`src/rtl/mac_pkg.sv`:
```
// mac_pkg: shared definitions for the MAC receive path (and the TX side).
//   rx_state_e      receive FSM state encoding
//   CRC_POLY/INIT/RESIDUE  serial FCS constants (MSB-shift form)
//   SFD             start-of-frame delimiter as seen LSB-first (0xD5)
//   STAT_*          bit positions inside buffer word 0 (frame status)
//   status_word()   assembles word 0 from length / fcs_ok / overflow
package mac_pkg;

    typedef enum logic [2:0] {
        IDLE,
        HUNT,
        DATA,
        DROP,
        REPORT,
        HOLD
    } rx_state_e;

    localparam logic [31:0] CRC_POLY    = 32'h04C1_1DB7;
    localparam logic [31:0] CRC_INIT    = 32'hFFFF_FFFF;
    localparam logic [31:0] CRC_RESIDUE = 32'hC704_DD7B;

    localparam logic [7:0]  SFD = 8'hD5;

    localparam int unsigned STAT_LEN_LSB    = 0;
    localparam int unsigned STAT_LEN_W      = 11;
    localparam int unsigned STAT_FCS_OK_BIT = 16;
    localparam int unsigned STAT_OVF_BIT    = 17;

    function automatic logic [31:0] status_word(input logic [STAT_LEN_W-1:0] len,
                                                input logic                  fcs_ok,
                                                input logic                  ovf);
        logic [31:0] w;
        w = '0;
        w[STAT_LEN_LSB +: STAT_LEN_W] = len;
        w[STAT_FCS_OK_BIT]            = fcs_ok;
        w[STAT_OVF_BIT]               = ovf;
        return w;
    endfunction

endpackage

```
`src/rtl/crc32_serial.sv`:
```
// crc32_serial: bit-serial CRC-32 (poly 0x04C11DB7, MSB-shift form).
// Only compiled when MAC_RX_FCS_CHECK_EN is defined.
//   clk_i   clock
//   rst_ni  asynchronous active-low reset, clears the register to 0
//   init_i  load CRC_INIT (takes priority over en_i)
//   en_i    shift one bit in
//   bit_i   serial data bit
//   crc_o   current register value
`ifdef MAC_RX_FCS_CHECK_EN
module crc32_serial
    import mac_pkg::*;
(
    input  logic        clk_i,
    input  logic        rst_ni,
    input  logic        init_i,
    input  logic        en_i,
    input  logic        bit_i,
    output logic [31:0] crc_o
);

    logic [31:0] crc_q;

    always_ff @(posedge clk_i or negedge rst_ni) begin
        if (!rst_ni) begin
            crc_q <= '0;
        end else if (init_i) begin
            crc_q <= CRC_INIT;
        end else if (en_i) begin
            crc_q <= {crc_q[30:0], 1'b0} ^ ((crc_q[31] ^ bit_i) ? CRC_POLY : '0);
        end
    end

    assign crc_o = crc_q;

endmodule
`endif

```
`src/rtl/mac_rx.sv`:
```
// mac_rx: serial Ethernet receive path into a word buffer.
// Hunts for the SFD, packs post-SFD bits LSB-first into 32-bit words
// written at addresses 1.., then writes a status word at address 0 and
// holds rxfull_o until rx_ack_i.
// Build option: MAC_RX_FCS_CHECK_EN compiles in the serial FCS checker;
// without it fcs_ok only reflects alignment and overflow.
//   clk_i        clock
//   rst_ni       asynchronous active-low reset
//   rx_dv_i      carrier / data valid
//   rx_bit_en_i  one-cycle strobe per decoded bit
//   rxd_i        decoded bit
//   rx_ack_i     bus has consumed the frame
//   buf_we_o     buffer write strobe
//   buf_adr_o    buffer word address
//   buf_dat_o    buffer write data
//   rxfull_o     a frame is waiting in the buffer
//   frame_len_o  byte length of last reported frame
//   fcs_ok_o     FCS status of last reported frame
module mac_rx
    import mac_pkg::*;
#(
    parameter int unsigned MAX_WORDS = 511,
    parameter int unsigned MIN_BYTES = 64
) (
    input  logic        clk_i,
    input  logic        rst_ni,
    input  logic        rx_dv_i,
    input  logic        rx_bit_en_i,
    input  logic        rxd_i,
    input  logic        rx_ack_i,
    output logic        buf_we_o,
    output logic [8:0]  buf_adr_o,
    output logic [31:0] buf_dat_o,
    output logic        rxfull_o,
    output logic [10:0] frame_len_o,
    output logic        fcs_ok_o
);

    rx_state_e   state_q, state_d;
    logic        dv_q;
    logic [6:0]  hunt_sr_q;
    logic [13:0] bit_cnt_q;
    logic [9:0]  word_adr_q;
    logic [31:0] data_sr_q;
    logic        ovf_q;

    logic [7:0]  hunt_next;
    logic        sfd_hit;
    logic        room;
    logic        take;
    logic        ovf_hit;
    logic [13:0] cnt_next;
    logic [31:0] sr_next;
    logic        word_done;
    logic        flush;
    logic [10:0] len;
    logic        report_wr;
    logic        fcs_ok;
    logic        crc_ok;

`ifdef MAC_RX_FCS_CHECK_EN
    logic [31:0] crc_val;

    crc32_serial u_crc (
        .clk_i  (clk_i),
        .rst_ni (rst_ni),
        .init_i (sfd_hit),
        .en_i   (take),
        .bit_i  (rxd_i),
        .crc_o  (crc_val)
    );

    assign crc_ok = (crc_val == CRC_RESIDUE);
`else
    assign crc_ok = 1'b1;
`endif

    always_comb begin
        // Newest bit enters at the top, so an LSB-first SFD reads as 0xD5.
        hunt_next = {rxd_i, hunt_sr_q};
        sfd_hit   = (state_q == HUNT) && rx_dv_i && rx_bit_en_i && (hunt_next == SFD);
        room      = ({22'd0, word_adr_q} < MAX_WORDS);
        // In DATA the strobe is honoured even in the cycle rx_dv_i drops, so
        // a final bit coincident with the carrier fall is still counted.
        take      = (state_q == DATA) && rx_bit_en_i && room;
        ovf_hit   = (state_q == DATA) && rx_bit_en_i && !room;
        cnt_next  = bit_cnt_q + {13'd0, take};
        sr_next   = data_sr_q;
        if (take) begin
            sr_next[bit_cnt_q[4:0]] = rxd_i;
        end
        word_done = take && (bit_cnt_q[4:0] == 5'd31);
        flush     = (state_q == DATA) && !rx_dv_i && !ovf_hit && (cnt_next[4:0] != 5'd0);
        len       = bit_cnt_q[13:3];
        report_wr = (state_q == REPORT) && (ovf_q || ({21'd0, len} >= MIN_BYTES));
        fcs_ok    = crc_ok && (bit_cnt_q[2:0] == 3'd0) && !ovf_q;
    end

    always_comb begin
        state_d = state_q;
        case (state_q)
            IDLE:    if (rx_dv_i && !dv_q) state_d = HUNT;
            HUNT: begin
                if (!rx_dv_i)     state_d = IDLE;
                else if (sfd_hit) state_d = DATA;
            end
            DATA: begin
                if (ovf_hit)       state_d = DROP;
                else if (!rx_dv_i) state_d = REPORT;
            end
            DROP:    if (!rx_dv_i) state_d = REPORT;
            REPORT:  state_d = report_wr ? HOLD : IDLE;
            HOLD:    if (rx_ack_i) state_d = IDLE;
            default: state_d = IDLE;
        endcase
    end

    always_ff @(posedge clk_i or negedge rst_ni) begin
        if (!rst_ni) begin
            state_q <= IDLE;
        end else begin
            state_q <= state_d;
        end
    end

    always_ff @(posedge clk_i or negedge rst_ni) begin
        if (!rst_ni) begin
            // dv_q comes out of reset high so a frame already in flight
            // cannot produce a rising edge and be picked up mid-frame.
            dv_q        <= 1'b1;
            hunt_sr_q   <= '0;
            bit_cnt_q   <= '0;
            word_adr_q  <= '0;
            data_sr_q   <= '0;
            ovf_q       <= 1'b0;
            buf_we_o    <= 1'b0;
            buf_adr_o   <= '0;
            buf_dat_o   <= '0;
            rxfull_o    <= 1'b0;
            frame_len_o <= '0;
            fcs_ok_o    <= 1'b0;
        end else begin
            dv_q     <= rx_dv_i;
            buf_we_o <= 1'b0;

            if (state_q == IDLE) begin
                hunt_sr_q <= '0;
            end
            if ((state_q == HUNT) && rx_dv_i && rx_bit_en_i) begin
                hunt_sr_q <= hunt_next[7:1];
            end

            if (sfd_hit) begin
                bit_cnt_q  <= '0;
                word_adr_q <= 10'd1;
                data_sr_q  <= '0;
                ovf_q      <= 1'b0;
            end

            if (take) begin
                bit_cnt_q <= cnt_next;
                data_sr_q <= sr_next;
            end
            if (word_done || flush) begin
                buf_we_o  <= 1'b1;
                buf_adr_o <= word_adr_q[8:0];
                buf_dat_o <= sr_next;
                data_sr_q <= '0;
            end
            if (word_done) begin
                word_adr_q <= word_adr_q + 10'd1;
            end
            if (ovf_hit) begin
                ovf_q <= 1'b1;
            end

            if (report_wr) begin
                buf_we_o    <= 1'b1;
                buf_adr_o   <= '0;
                buf_dat_o   <= status_word(len, fcs_ok, ovf_q);
                frame_len_o <= len;
                fcs_ok_o    <= fcs_ok;
            end

            if (state_q == HOLD) begin
                rxfull_o <= !rx_ack_i;
            end
        end
    end

endmodule

```
`config.mk`:
```
export PLATFORM = sky130hd
export DESIGN_NAME = mac_rx
export DESIGN_NICKNAME = d
export VERILOG_FILES = /design/src/rtl/mac_pkg.sv /design/src/rtl/crc32_serial.sv /design/src/rtl/mac_rx.sv
export SDC_FILE = /design/constraint.sdc
export NUM_CORES = 1
export LEC_CHECK = 0
export ABC_AREA = 1
export CAP_MARGIN = 10
export CORE_ASPECT_RATIO = 1.75
export CORE_UTILIZATION = 60
export CTS_BUF_LIST = sky130_fd_sc_hd__clkbuf_8
export CTS_CLUSTER_DIAMETER = 40
export CTS_CLUSTER_SIZE = 40
export DETAILED_ROUTE_END_ITERATION = 10
export PLACE_DENSITY = 0.83
export SLEW_MARGIN = 20
export SYNTH_ARGS = -nofsm -noshare
export SYNTH_HDL_FRONTEND = slang
export SYNTH_SLANG_ARGS = --single-unit
```
`constraint.sdc`:
```
create_clock -name clk_i -period 3.6 [get_ports clk_i]
set_input_delay 1.08 -clock clk_i [delete_from_list [all_inputs] [get_ports clk_i]]
set_output_delay 1.08 -clock clk_i [all_outputs]
set_load 0.02 [all_outputs]
```
==> run_results.csv <==
group,metric,value,unit
sta,final.setup.tns,0,ps
sta,worstMarginPinSlew,967,ps
sta,finalHoldViolations,0,
grt,grt_util_met3,5.75,%
sta,grt_setup_unrepaired,"no",
critical_path,arrival,3360,ps
finish,area_delta_synth_final,16.0,%
drt,drc,0,
critical_path,rr_startpoint,"word_adr_q[0]",
drt,dr.first_iter.drc_count,672,
cts,cts-resized-gates,0,
cts,clkLatencyLatePin,450,ps
cts,cts_buffer_depth,2,
critical_path,crit_required,3920,ps
finish,antennaDiodeCount,0,
cts,cts_buffers,17,
floorplanning,dieArea,11800,µm²
sta,period_share,84.7,%
grt,grt_max_degree,68,
finish,layout-drive-gt1-share,8.25,%
sta,fmax,328,MHz
cts,h-tree-depth,4,
floorplanning,initial_utilization,61.4,%
floorplanning,io_pins,61,
critical_path,r2r-end,"buf_dat_o[14]",
drt,drt-wirelength-per-cell,15.8,µm
critical_path,crit_start,"rx_bit_en_i",
grt,grt_pass1_wl,28300,µm
synthesis,ys_seq_area_share,45.2,%
place,placed_cell_area,7510,µm²
sta,slew-limit-headroom,35.3,%
grt,grt_pass1_vias,5827,
grt,met2_usage,52.2,%
synthesis,syn-cell-area,6810,µm²
synthesis,ys_ff_latch,123,
grt,antenna_found_initial,0,
sta,setup_viol_count_final,0,
floorplanning,coreArea,11100,µm²
synthesis,yosys.cell_types.count,32,
critical_path,path_max_fanout,24,
run_status,status,"finished, final reports clean",
grt,busiest_layer,"met2",
finish,postLayoutCoreUtil,71.2,%
drt,vias,6360,
pwr,vdd_drop_max,0.482,mV
cts,cts_setup_buffers,0,
critical_path,path_cells,"clkdlybuf4s50_1, inv_1, nor2_4, inv_1, nor2_4, ha_1, ha_1, inv_1, nand2_1, nand2_1, nor2_1, nand3_1, nand3_4, nand2_4, buf_12, nand2_1, o21ai_0",
sta,drv_slew,0,
grt,grt.met1_usage,38.9,%
synthesis,syn_nets,906,
critical_path,slowest_delay,450,ps
critical_path,reg2reg_depth,17,
finish,layout_commonest_cell,"nand2_1",
finish,design_area,7910,µm²
sta,finClkSkew,16.8,ps
cts,cts.sinks,123,
critical_path,path_buf_inv,5,
floorplanning,die_h,143,µm
floorplanning,dieWidth,82.6,µm
pwr,p_per_area,505,nW/µm²
critical_path,path_delay_family,"simple AND/OR/NAND/NOR gates",
place,place_hpwl,11700,µm
pwr,p_leak,0.00372,µW
finish,nNetsFinal,955,
grt,grt_overflow_total,0,
cts,root_buffer,"clkbuf_8",
grt,grt_usage,31.9,%
job,maxCapViolations,0,
synthesis,ys_warn_count,0,
synthesis,synthCells,896,
floorplanning,rows,51,
critical_path,r2r_slack,700,ps
critical_path,slowest_stage,"clkdlybuf4s50_1",
drt,wl,17300,µm
place,port_buffers,60,
critical_path,crit_end,"buf_dat_o[14]",
cts,clk_pin_slew,80,ps
cts,holdBufCountCts,0,
hold_path,hold_path_class,"flop to flop",
drt,dr.pass1.iters,5,
critical_path,endpoint_kind,"flop",
synthesis,avgSynthCellArea,7.60,µm²
critical_path,startpoint_type,"primary input",
critical_path,cp.depth,17,
finish,final_cell_mix,"201 x nand2_1, 122 x dfrtp_1, 113 x inv_1, 86 x o21ai_0, 84 x nand4_1",
drt,vias_per_cell,5.83,
cts,tritoncts,"done",
critical_path,critPathKind,"primary input to flop",
place,place_congestion,0.878,
drt,drtAntennaViolNets,0,
sta,finalWorstPathRequiredPeriod,3050,ps
synthesized netlist by cell type:
library cell	instances	area, µm²
clkinv_1	2	7.51
buf_4	8	60.1
o21ai_1	25	125
nand3_4	2	35.0
o21ai_0	86	430
buf_6	6	67.6
nand2_1	201	754
nand2_4	2	22.5
nand4_4	1	21.3
o22ai_1	14	87.6
a21oi_1	11	55.1
nor2_1	69	259
inv_1	112	420
xor2_1	5	43.8
nor3_1	7	35.0
nand2_2	3	18.8
o211ai_1	13	97.6
dfstp_2	1	26.3
ha_1	4	50.1
buf_1	1	3.75
buf_2	24	120
nor2_4	3	33.8
or2_2	1	6.26
a31oi_1	1	6.26
clkbuf_1	12	45.0
xnor2_1	1	8.76
dfrtp_1	122	3050
nand3_2	4	40.0
nor2_2	3	18.8
inv_2	5	18.8
nand4_1	84	526
nand3_1	63	315
worst min-delay path by stage:
stage	start	to	slack, ps	cells past startpoint
finish	frame_len_o[7]	frame_len_o[7]	480	2
global route	frame_len_o[4]	frame_len_o[4]	500	2
CTS	frame_len_o[10]	frame_len_o[10]	490	2
detailed placement	frame_len_o[4]	frame_len_o[4]	470	2
global placement	frame_len_o[7]	frame_len_o[7]	460	2
floorplan	word_adr_q[8]	buf_adr_o[8]	470	2
area by class of cell:
cell class                 count  area (µm²)
clock buffer                  17         234
clock inverter                15         164
fill                         910        3200
inverter                     119         447
multi-input combinational    603        3000
sequential                   123        3080
tap                          132         165
timing repair buffer          81         818
power by group:
| group | switching, µW | total, µW | internal (µW) | leakage (µW) |
|---|---|---|---|---|
| clock network | 619 | 1250 | 627 | 0.000197 |
| logic | 642 | 1070 | 430 | 0.00195 |
| registers | 115 | 1670 | 1560 | 0.00158 |
| total | 1380 | 3990 | 2620 | 0.00372 |
layer usage:
| metal | routed length [µm] | vias to the layer above |
|---|---|---|
| met5 | 0 | - |
| met4 | 820 | 0 |
| met3 | 880 | 51 |
| met2 | 8810 | 247 |
| met1 | 6750 | 2980 |
| li1 | - | 3082 |
flip-flops by register name, indices dropped and copies added, names as in the netlist, 3 cells and up:
name         cells
buf_dat_o       32
data_sr_q       32
bit_cnt_q       14
frame_len_o     11
word_adr_q      10
buf_adr_o        9
hunt_sr_q        7
state_q          3
worst min-delay path: cells and delay by family, from the launching register on:
kind             cells  cell delay (ps)
DFF                  1              350
and+or+nand+nor      2              100
cells by family (layout without fill, tap and decap cells):
kind of cell             Yosys count  after routing  synth area share (%)
AND/OR/NAND/NOR                  443            443                  30.6
XOR/XNOR                           6              6                 0.771
flip-flops                       123            123                  45.2
adder cells (fa/ha/maj)            4              4                 0.735
AO/OA/AOI/OAI                    150            150                  11.8
buffers and inverters            170            232                  10.9
metrics by stage:
stage	setup WS [ps]	hold slack, ps	std cells	total power, µW
global route	336	504	1090	4190
CTS	550	487	1090	4010
finish	553	480	1090	3990
detailed placement	71.3	466	1058	2770
global placement	107	458	1058	2750
floorplan	415	469	896	2290
Note: power is estimated with default switching activity, not from simulation.
